File: src/rtl/fifo_wr_arbiter_pkg.sv
// Shared definitions for the FIFO write-port arbiter: state encodings and clog2.
package fifo_wr_arbiter_pkg;

  localparam logic ST_IDLE  = 1'b0;
  localparam logic ST_BURST = 1'b1;

  // Ceiling log2, same definition as the FIFO uses for its pointer widths.
  function automatic int unsigned clog2(input int unsigned n);
    int unsigned r;
    r = 0;
    while ((r < 32) && ((64'd1 << r) < 64'(n))) r = r + 1;
    return r;
  endfunction

endpackage

File: src/rtl/fifo_wr_arbiter_rr_pick.sv
// Round-robin picker: first requesting index strictly after last, wrapping at NUM_REQ.
module rr_pick
  import fifo_wr_arbiter_pkg::*;
#(
  parameter int unsigned NUM_REQ = 4
) (
  input  logic [NUM_REQ-1:0]        req,
  input  logic [clog2(NUM_REQ)-1:0] last,
  output logic [clog2(NUM_REQ)-1:0] pick,
  output logic                      valid
);

  localparam int unsigned LW = clog2(NUM_REQ);

  // Scan from farthest to nearest so the nearest requester after last wins.
  always_comb begin
    int idx;
    pick  = '0;
    valid = 1'b0;
    idx   = 0;
    for (int k = int'(NUM_REQ); k >= 1; k--) begin
      idx = int'(last) + k;
      if (idx >= int'(NUM_REQ)) idx = idx - int'(NUM_REQ);
      if (req[idx]) begin
        pick  = LW'(idx);
        valid = 1'b1;
      end
    end
  end

endmodule

File: src/rtl/fifo_wr_arbiter.sv
// Round-robin arbiter sharing one FIFO write port among NUM_REQ requesters,
// granting one owner at a time for bursts of up to MAX_BURST writes.
module fifo_wr_arbiter
  import fifo_wr_arbiter_pkg::*;
#(
  parameter int unsigned DATA_WIDTH = 1,
  parameter int unsigned NUM_REQ    = 4,
  parameter int unsigned MAX_BURST  = 4
) (
  input  logic                          clk,
  input  logic                          reset,
  input  logic [NUM_REQ-1:0]            req,
  input  logic [NUM_REQ*DATA_WIDTH-1:0] req_data,
  output logic [NUM_REQ-1:0]            grant,
  output logic [NUM_REQ-1:0]            ack,
  output logic [DATA_WIDTH-1:0]         fifo_wr_data,
  output logic                          fifo_wr_en,
  input  logic                          fifo_full,
  output logic                          busy
);

  localparam int unsigned LW = clog2(NUM_REQ);
  localparam int unsigned BW = clog2(MAX_BURST + 1);
  localparam logic [BW-1:0] BEAT_LAST = BW'(MAX_BURST - 1);

  logic          state;
  logic          state_next;
  logic [LW-1:0] last;
  logic [BW-1:0] beat;
  logic [LW-1:0] pick;
  logic          pick_valid;
  logic          owner_req;
  logic          write_ok;
  logic          start;
  logic          finish;

  rr_pick #(.NUM_REQ(NUM_REQ)) u_rr_pick (
    .req   (req),
    .last  (last),
    .pick  (pick),
    .valid (pick_valid)
  );

  // While in BURST, last always holds the owner index.
  assign owner_req = req[last];
  assign write_ok  = (state == ST_BURST) & owner_req & ~fifo_full;
  assign start     = (state == ST_IDLE) & pick_valid & ~fifo_full;
  assign finish    = (state == ST_BURST) &
                     (~owner_req | (write_ok & (beat == BEAT_LAST)));

  always_ff @(posedge clk) begin
    if (reset) state <= ST_IDLE;
    else       state <= state_next;
  end

  always_comb begin
    state_next = state;
    if (state == ST_IDLE) begin
      if (start) state_next = ST_BURST;
    end else begin
      if (finish) state_next = ST_IDLE;
    end
  end

  // Write strobe is suppressed in the reset cycle so an abandoned burst issues nothing.
  always_comb begin
    fifo_wr_en   = 1'b0;
    ack          = '0;
    fifo_wr_data = '0;
    if ((state == ST_BURST) && !reset) begin
      fifo_wr_en   = write_ok;
      ack[last]    = write_ok;
      fifo_wr_data = req_data[int'(last) * DATA_WIDTH +: DATA_WIDTH];
    end
  end

  always_ff @(posedge clk) begin
    if (reset) begin
      grant <= '0;
      beat  <= '0;
      last  <= LW'(NUM_REQ - 1);
    end else if (start) begin
      grant <= NUM_REQ'(1) << pick;
      beat  <= '0;
      last  <= pick;
    end else if (finish) begin
      grant <= '0;
      beat  <= '0;
    end else if (write_ok) begin
      beat  <= beat + BW'(1);
    end
  end

  assign busy = (state == ST_BURST);

endmodule

File: config.mk
export PLATFORM = sky130hd
export DESIGN_NAME = fifo_wr_arbiter
export DESIGN_NICKNAME = d
export VERILOG_FILES = /design/src/rtl/fifo_wr_arbiter_pkg.sv /design/src/rtl/fifo_wr_arbiter_rr_pick.sv /design/src/rtl/fifo_wr_arbiter.sv
export SDC_FILE = /design/constraint.sdc
export NUM_CORES = 1
export LEC_CHECK = 0
export CORE_MARGIN = 2
export CORE_UTILIZATION = 41
export CTS_CLUSTER_DIAMETER = 150
export DETAILED_ROUTE_END_ITERATION = 10
export PLACE_DENSITY = 0.73
export SKIP_LAST_GASP = 1
export SLEW_MARGIN = 20
export SYNTH_ARGS = -nofsm -noshare
export SYNTH_HDL_FRONTEND = slang
export SYNTH_SLANG_ARGS = --single-unit
File: constraint.sdc
create_clock -name clk -period 2 [get_ports clk]
set_input_delay 0.4 -clock clk [delete_from_list [all_inputs] [get_ports clk]]
set_output_delay 0.4 -clock clk [all_outputs]
set_load 0.005 [all_outputs]
Word-level counts from Yosys, hierarchy flattened. Cells that the tools add are included.

Register bits: 10. Bits of input ports: 11.

Add/sub/neg operators: 9. Order comparisons: 10. Equality and inequality tests: 1. Shift operators: 2. Mux-type cells: 36. Bitwise logic cells: 11. Reductions and logical operators: 5.

Operator list (count): $ge 32x4->1 const B (4); $lt 32x4->1 const B (4); $mux 32 (4); $sub 32x4->32 const B (4); $mux 1 (19); $mux 4 (3); $bmux 1 s2 (5); $mux 2 (4); $add 2x2->3 const B (2); $and 1x1->1 (6); $add 2x3->4 const B (1); $and 4x4->4 (1); $shiftx 4x3->1 (1); $shl 1x2->4 const A (1); $add 2x1->3 const B (1); $add 3x1->3 const B (1); $eq 3x2->1 const B (1); $lt 2x3->1 const B (1); $not 1->1 (3); $reduce_or 3->1 (1); $demux 1 s2 (1); $ge 2x1->1 const B (1); $logic_and 1x1->1 (2); $reduce_bool 2->1 (1); 2 further kinds (2).

Longest topological paths before layout.
Depth after elaboration: 14. Gate-level depth with buffers: 7. Depth with buffers taken out: 6.

Hierarchy. From an unflattened synthesis, not the netlist that was laid out.

Cell total of the unflattened synthesis: 72. Area, all modules: 669.4 um^2.

Modules (own cells, without submodules): fifo_wr_arbiter (times used 1, cells each 58, area an instance 578.1 um^2, seq. area each 200.2 um^2); rr_pick (times used 1, cells each 14, area an instance 91.3 um^2, seq. area each 0.0 um^2).

Worst setup path after synthesis. OpenSTA, ideal clock, no wires.

Path type: reg2reg. Start: reg last[0]. End: reg grant[0]. Arrival time: 1753 ps. Data required time: 1874 ps. Slack: 121 ps. Cell stages (with the launch flop): 8. Path buffers: 1. Cells stage by stage: dfxtp_1 buf_6 inv_1 ha_1 mux2_2 o221ai_1 o211a_1 o32ai_1.

Longest elaborated chain between the ends: 13. Elaborated cells on any way between the ends: 49. Those cells by class: add/sub: 8; order compare: 4; shift: 1; mux: 27; bitwise: 8; reduce/logical: 1.

RTL lines: start, declared (RTL line fifo_wr_arbiter.sv:28) `logic [LW-1:0] last;`; start signal, assigned (RTL line fifo_wr_arbiter.sv:81) `last <= LW'(NUM_REQ - 1);`; start signal, assigned (RTL line fifo_wr_arbiter.sv:85) `last <= pick;`; $add 2x3->4 (RTL line fifo_wr_arbiter_rr_pick.sv:22) `idx = int'(last) + k;`; $sub 32x4->32 / $ge 32x4->1 (equally long branches) (RTL line fifo_wr_arbiter_rr_pick.sv:23) `if (idx >= int'(NUM_REQ)) idx = idx - int'(NUM_REQ);`; $mux 32 (RTL line fifo_wr_arbiter_rr_pick.sv:23); $bmux 1 s2 (RTL line fifo_wr_arbiter_rr_pick.sv:24) `if (req[idx]) begin`; $mux 1 (implied by the code) (2 in series) (RTL line fifo_wr_arbiter_rr_pick.sv:24); $mux 1 (4 in series) (RTL line fifo_wr_arbiter_rr_pick.sv:24); $and 1x1->1 (2 in series) (RTL line fifo_wr_arbiter.sv:47) `assign start = (state == ST_IDLE) & pick_valid & ~fifo_full;`; $mux 4 / $reduce_bool 2->1 (equally long branches); end signal, assigned (RTL line fifo_wr_arbiter.sv:83) `grant <= NUM_REQ'(1) << pick;`; end, declared (RTL line fifo_wr_arbiter.sv:14) `output logic [NUM_REQ-1:0] grant,`.

Parallel ways exist; a longest one is shown, timed or not. The select of a mux whose other input is x is not followed. A chain may end at the register's enable or synchronous reset.

Worst setup path after layout.
Start: in req[2]. End: out ack[0].

Longest elaborated chain between the ends: 6.

RTL lines: start, declared (RTL line fifo_wr_arbiter.sv:12) `input logic [NUM_REQ-1:0] req,`; $bmux 1 s2 (RTL line fifo_wr_arbiter.sv:45) `assign owner_req = req[last];`; $mux 1 (implied by the code) (RTL line fifo_wr_arbiter.sv:45); $and 1x1->1 (2 in series) (RTL line fifo_wr_arbiter.sv:46) `assign write_ok = (state == ST_BURST) & owner_req & ~fifo_full;`; $and 4x4->4 (no line); $mux 4 (RTL line fifo_wr_arbiter.sv:70) `if ((state == ST_BURST) && !reset) begin`; end, declared (RTL line fifo_wr_arbiter.sv:15) `output logic [NUM_REQ-1:0] ack,`.

Every way passes these cells. The select of a mux whose other input is x is not followed.

==> results_dict.tcl <==
set metrics [dict create \
    cp.arrival_ns 1.60 \
    ir_drop_mv 0.401 \
    die_y_um 46.6 \
    timing.fmax_mhz 501 \
    cts_buffers 3 \
    rows 15 \
    worst_slew_pin_slew_ns 0.403 \
    worst_setup_path_end_kind "output port" \
    max_cap_viol_count 0 \
    slew-limit-headroom_pct 72.9 \
    status "complete, no violations" \
    synth_top_family_by_area "compound AO/OA/AOI/OAI gates" \
    yosys_warnings 0 \
    clock_latency_ns 0.26 \
    clk_path_buf_depth 2 \
    finalCritPeriodShare_pct 99.8 \
    ios 22 \
    grt_pass1_wl_um 2450 \
    synth_xor_area_share_pct 1.17 \
    hpwl_um 1390 \
    portBuffers 21 \
    layout-drive-gt1-share_pct 30.5 \
    setup_viol 0 \
    finClkSkew_ns 0.00335 \
    grt-ovfl-total 0 \
    p_per_area_nw_per_um2 537 \
    routedWlPerCell_um 12.2 \
    netlist.area_leader.share_pct 26.8 \
    synth_edf_count 0 \
    setup_slack_ns 0.00463 \
    cts_hold_buf 0 \
    async_flop_share_pct 0 \
    dieArea_sq_um 2180 \
    ys_seq_area_share_pct 26.8 \
    syn_to_final_growth_pct 50.2 \
    synth.cell_area_sq_um 746 \
    synth_top_area_cell "dfxtp_1" \
    synth_compound_area_share_pct 20.6 \
    synthMuxAreaShare_pct 15.6 \
    cp_cell_sequence "dlygate4sd2_1, mux4_2, nand3b_4, nor2_4, and2_1, buf_2" \
    fin_crit_ns 2.00 \
    final.fill_count 165 \
    hold_path.class "flop to flop" \
    cts_max_level 1 \
    synth-simple-area-share_pct 20.6 \
    yosysMostFrequentCell "dfxtp_1" \
    cts.reportedPaths.clkPinSlew_ns 0.06 \
    start_util_pct 43.2 \
    coreArea_sq_um 1730 \
    worstSetupStartpointType "primary input" \
    track_usage_pct 15.8 \
    synth.area.top_cells "dfxtp_1 27%, ha_1 10%, mux2i_1 8.1%, and2_1 3.4%, inv_1 3.0%" \
    drt_first_pass_iters 4 \
    antenna-diode-count 0 \
    ys_ff_latch 10 \
    grt_pass1_vias 614 \
    cts_setup_buffers 0 \
    p_leak_uw 0.000524 \
    synthDistinctLibCells 36 \
    synth_fa_ha_area_share_pct 10.1 \
    cts_num_sinks 10 \
    postRouteAntennaNets 0 \
    drv_slew 0 \
    synth_nets 97 \
    wl_um 1750 \
    vias_per_cell 5.10 \
    nets 137 \
    postSynthCellCount 80 \
    preCtsSetupSlack_ns -0.494 \
    fin_setup_tns_ns 0 \
    grt_antenna_before_repair 0 \
    syn_avg_cell_area_sq_um 9.32 \
    place.gp.congestion 0.759 \
    synth_common_cells "10 x dfxtp_1, 6 x ha_1, 6 x inv_1, 6 x mux2i_1, 6 x nor2_1" \
    die_x_um 46.6 \
    cts_tree "built" \
    slowest_stage "mux4_2" \
    drc 0 \
    grt_max_degree 11 \
    worstPathMaxFanout 5 \
    drtIter0Drc 18 \
    crit_required_ns 1.60 \
    synthFlopType "dfxtp_1" \
    hold_violations 0 \
    vias 729 \
    critPathKind "primary input to output port" \
    slowest_delay_ns 0.51 \
    clock-root-buffer "clkbuf_4" \
]
[routing by layer]
metal / global-route usage, % / wire, um / part of all wire [%] / vias up
li1: - / - / - / 373
met1: 19.2 / 787 / 45 / 326
met2: 28.6 / 849 / 48 / 26
met3: 1.57 / 96 / 5.5 / 4
met4: 5.00 / 17 / 0.97 / 0
met5: 0 / 0 / 0 / -
[repair_timing]
| action | CTS | global route |
|---|---|---|
| setup endpoints to repair | 7 | 10 |
| pin swaps | 1 | 1 |
| gates resized for setup | 20 | 6 |
[flip-flops by register name, indices dropped and copies added (netlist names)]
| signal | cells |
|---|---|
| grant | 4 |
| beat | 3 |
| last | 2 |
| busy | 1 |
[layout by cell type, fill, tap and decap left out, types with 2 or more instances in the layout]
cell             count
inv_1                6
dfxtp_1              9
nand3b_1             2
ha_1                 5
nor2_1               6
nand2_1              4
a31oi_1              3
mux2i_1              6
and2_1               4
nand2b_1             2
buf_4               15
a32o_1               2
buf_2                2
clkbuf_4             3
clkdlybuf4s50_1     11
nor4_1               2
clkbuf_2             2
mux2_2               2
o32ai_1              2
a211o_1              2
dlygate4sd2_1        5
[where the power goes]
part | total [uW] | internal, uW | switching (uW)
Clock | 134 | 69.3 | 64.2
Sequential | 226 | 213 | 12.5
Combinational | 242 | 133 | 109
Total | 601 | 416 | 186
[critical path: cells and delay by family]
kind | cells | cell delay (ns)
muxes | 1 | 0.51
buffers and inverters | 2 | 0.37
and+or+nand+nor | 3 | 0.30
[per-stage QoR]
stage | instance area, sq um | hold slack (ns) | total power, uW | util, % | std cells
after floorplan | 746 | 0.447 | 357 | - | 80
after global placement | 1090 | 0.446 | 460 | 63.3 | 140
after detailed placement | 1090 | 0.454 | 465 | 63.3 | 140
after CTS | 1110 | 0.466 | 598 | 64.1 | 143
after global routing | 1120 | 0.475 | 633 | 64.9 | 143
final | 1120 | 0.467 | 601 | 64.9 | 143
[worst paths after layout]
path	start	endpoint	slack [ns]	cells after the start
setup / recovery	req[2]	ack[0]	0.005	6
hold / removal	grant[2]	grant[2]	0.47	2
setup reg to reg	last[0]	grant[0]	0.13	7
hold reg to reg	grant[2]	grant[2]	0.47	2
[logic make-up (layout without fill, tap and decap cells)]
kind of cell | Yosys count | in the layout
multiplexers | 10 | 10
AND/OR/NAND/NOR | 27 | 27
flip-flops | 10 | 10
AO/OA/AOI/OAI | 18 | 18
XOR/XNOR | 1 | 1
buffers and inverters | 8 | 46
adder cells (fa/ha/maj) | 6 | 6
[cell type report]
class / count / area, sq um / share of cell area [%]
multi-input combinational: 62 / 534 / 47.7
timing repair buffer: 37 / 308 / 27.5
sequential: 10 / 201 / 18.0
tap: 25 / 31.3 / 2.79
clock buffer: 3 / 22.5 / 2.01
inverter: 6 / 22.5 / 2.01
(Power assumes the default switching activity.)
==> variant (same flow settings) <==
`NUM_REQ` is set to 4 in 2 places; all go to 5.
--- a/src/rtl/fifo_wr_arbiter_rr_pick.sv
+++ b/src/rtl/fifo_wr_arbiter_rr_pick.sv
@@ -2,7 +2,7 @@
 module rr_pick
   import fifo_wr_arbiter_pkg::*;
 #(
-  parameter int unsigned NUM_REQ = 4
+  parameter int unsigned NUM_REQ = 5
 ) (
   input  logic [NUM_REQ-1:0]        req,
   input  logic [clog2(NUM_REQ)-1:0] last,
--- a/src/rtl/fifo_wr_arbiter.sv
+++ b/src/rtl/fifo_wr_arbiter.sv
@@ -4,7 +4,7 @@
   import fifo_wr_arbiter_pkg::*;
 #(
   parameter int unsigned DATA_WIDTH = 1,
-  parameter int unsigned NUM_REQ    = 4,
+  parameter int unsigned NUM_REQ    = 5,
   parameter int unsigned MAX_BURST  = 4
 ) (
   input  logic                          clk,
Interface: changed (resized ack, grant, req and req_data); port bits go from 22 to 26. No check against the original RTL was run, so the function may have changed too.
==> variant against the original RTL <==
The flow now finishes with violations (negative setup slack); final area rose to 3.1 times the old value; die area increased by 140%; cell count increased to 2.9 times the old value; sequential cell count up 2; synthesized cell count increased to 3.0 times the old value; register-to-register slack worse by 1.3 ns; synthesized area grew to 2.5 times the old value; clock skew is 0.0027 ns higher; worst hold slack gained 0.013 ns; setup slack got worse by 1.2 ns; wire length grew to 4.9 times the old value; fmax is 37% lower; largest cell class unchanged.
Power is left out: it rests on default switching activity, and per cell area and clock period it moved more than threefold.
==> variant: results (changes against the original RTL) <==
* Synth area leaders: dfxtp_1 (13%), ha_1 (8.7%), mux2i_1 (5.3%), nor2_1 (4.2%), a21oi_1 (4.0%)
* Post-Synth XOR/XNOR Area at 2.80% (+1.6 points)
* First-pass GRT wire length at 11100 microns (+350%)
* Ratio of cells with drive above 1 in the final layout at 52.8% (+22 points)
* Total Routed Length at 8540 microns (+390%)
* Synth Area in Adders at 9.75% (-0.32 points)
* Final GP Congestion at 0.881 (+16%)
* Worst path max stage delay at 0.38 ns (-0.13 ns)
* Failing checks: negative setup slack
* Critical Path AT at 3.27 ns (+1.67 ns)
* CTS Buf Count at 3 (unchanged)
* Final WS setup at -1.15 ns (-1.16 ns)
* Largest net degree at the start of global routing at 20 (+9)
* Delay-heaviest family, CP: buffers and inverters
* Clk_lat worst skew at 0.25 ns
* Top Registers: grant x5, beat x3, last x3
* Worst-path maximum fanout at 6 (+1)
* Ys async rst share at 0% (unchanged)
* Status: complete, but fails checks
* Top cells by count, synth: nor2_1 (21), nand2_1 (19), a21oi_1 (15)
* DR vias/cell at 6.28 (+23%)
* DRT iter0 DRCs at 327 (+309)
* Synthesized Nets at 268 (+180%)
* Port Buf Inserts at 25 (+19%)
* CTS Buffer Depth at 2 (unchanged)
* Worst-path cell with the longest stage delay: a311oi_4
* Vias in the first global route at 2411 (+290%)
* Register area share after synthesis at 12.8% (-14 points)
* Slew margin rel. at 69.4% (-3.5 points)
* Root Buffer: clkbuf_8
* Synth cell types at 66 (+83%)
* Final setup viols at 19 (+19)
* Ant diodes at 0 (unchanged)
* Yosys warnings at 0 (unchanged)
* Reg clk slew, reported paths at 0.05 ns
* Post-synthesis mux area share at 8.34% (-7.3 points)
* Layout Nets at 384 (+180%)
* Setup slack at placement at -1.04 ns (-0.545 ns)
* Top FF cell, synth: dfxtp_1
* Compound-Gate Fraction of Synth Area at 30.6% (+9.9 points)
* Post-DP HPWL at 4910 microns (+250%)
* DRT Pass-1 Iters at 5 (+1)
* Number of fill cells at 258 (+56%)
* H-tree lvl count at 1 (unchanged)
* Hold Path Class: reg2reg
* Initial antenna violation count at 0 (unchanged)
* Final worst clock skew at 0.00603 ns (+0.00268 ns)
* GRT Resource Usage Total at 27.7% (+12 points)
==> variant: final timing paths <==
kind	start	endpoint	slack, ns	cells after the start
max	last[1]	grant[1]	-1.15	16
min	grant[2]	grant[2]	0.48	1
max reg2reg	last[1]	grant[1]	-1.15	16
min reg2reg	grant[2]	grant[2]	0.48	1
==> variant: stage by stage <==
step	setup TNS [ns]	cell area, sq um	cells	utilization [%]
global placement	-15.85	2810	378	64.1
detailed placement	-16.94	2810	378	64.1
global route	-18.57	3430	408	78.2
CTS	-14.39	3070	391	70.0
floorplan	-11.41	2010	241	-
finish	-17.28	3430	408	78.2
==> variant: worst reg2reg max path: stages, from the launching register on <==
cell and delay [ns]:
dfxtp_2 0.35, clkinvlp_4 0.17, buf_12 0.18, buf_6 0.11, ha_4 0.15, ha_4 0.30, buf_4 0.12, nor3_1 0.04
a21oi_1 0.20, buf_4 0.17, o31ai_4 0.06, buf_6 0.14, buf_4 0.15, a311oi_4 0.38, a21oi_4 0.11, buf_4 0.17
a32o_1 0.24
==> variant: kinds of logic (layout without fill, tap and decap cells) <==
group / count (synthesis) / in the layout
buffers and inverters: 26 / 141
AO/OA/AOI/OAI: 71 / 71
XOR/XNOR: 6 / 6
flip-flops: 12 / 12
AND/OR/NAND/NOR: 98 / 98
multiplexers: 14 / 14
adder cells (fa/ha/maj): 14 / 14
==> variant: cell type report <==
cell class | instances | area (sq um) | area share [%]
Sequential cell | 12 | 245 | 7.15
Inverter | 11 | 50.0 | 1.46
Multi-Input combinational cell | 203 | 1910 | 55.8
Tap cell | 52 | 65.1 | 1.90
Timing Repair Buffer | 126 | 1100 | 32.0
Clock buffer | 4 | 55.1 | 1.61
==> variant: layer usage <==
metal,global-route usage [%],vias to the layer above,share of wire (%)
met3,6.33,70,9.0
met1,32.8,1179,36
met4,13.4,0,6.9
met2,46.9,186,48
li1,-,1127,-
met5,0,-,0
==> variant: repair_timing <==
action | CTS | global route
endpoints found under the setup margin | 19 | 19
hold buffers | 0 | 0
resized for setup | 62 | 48
pin swaps | 21 | 24
cloned | 0 | 0
hold endpoints to repair | 0 | 0
setup buffers | 9 | 17
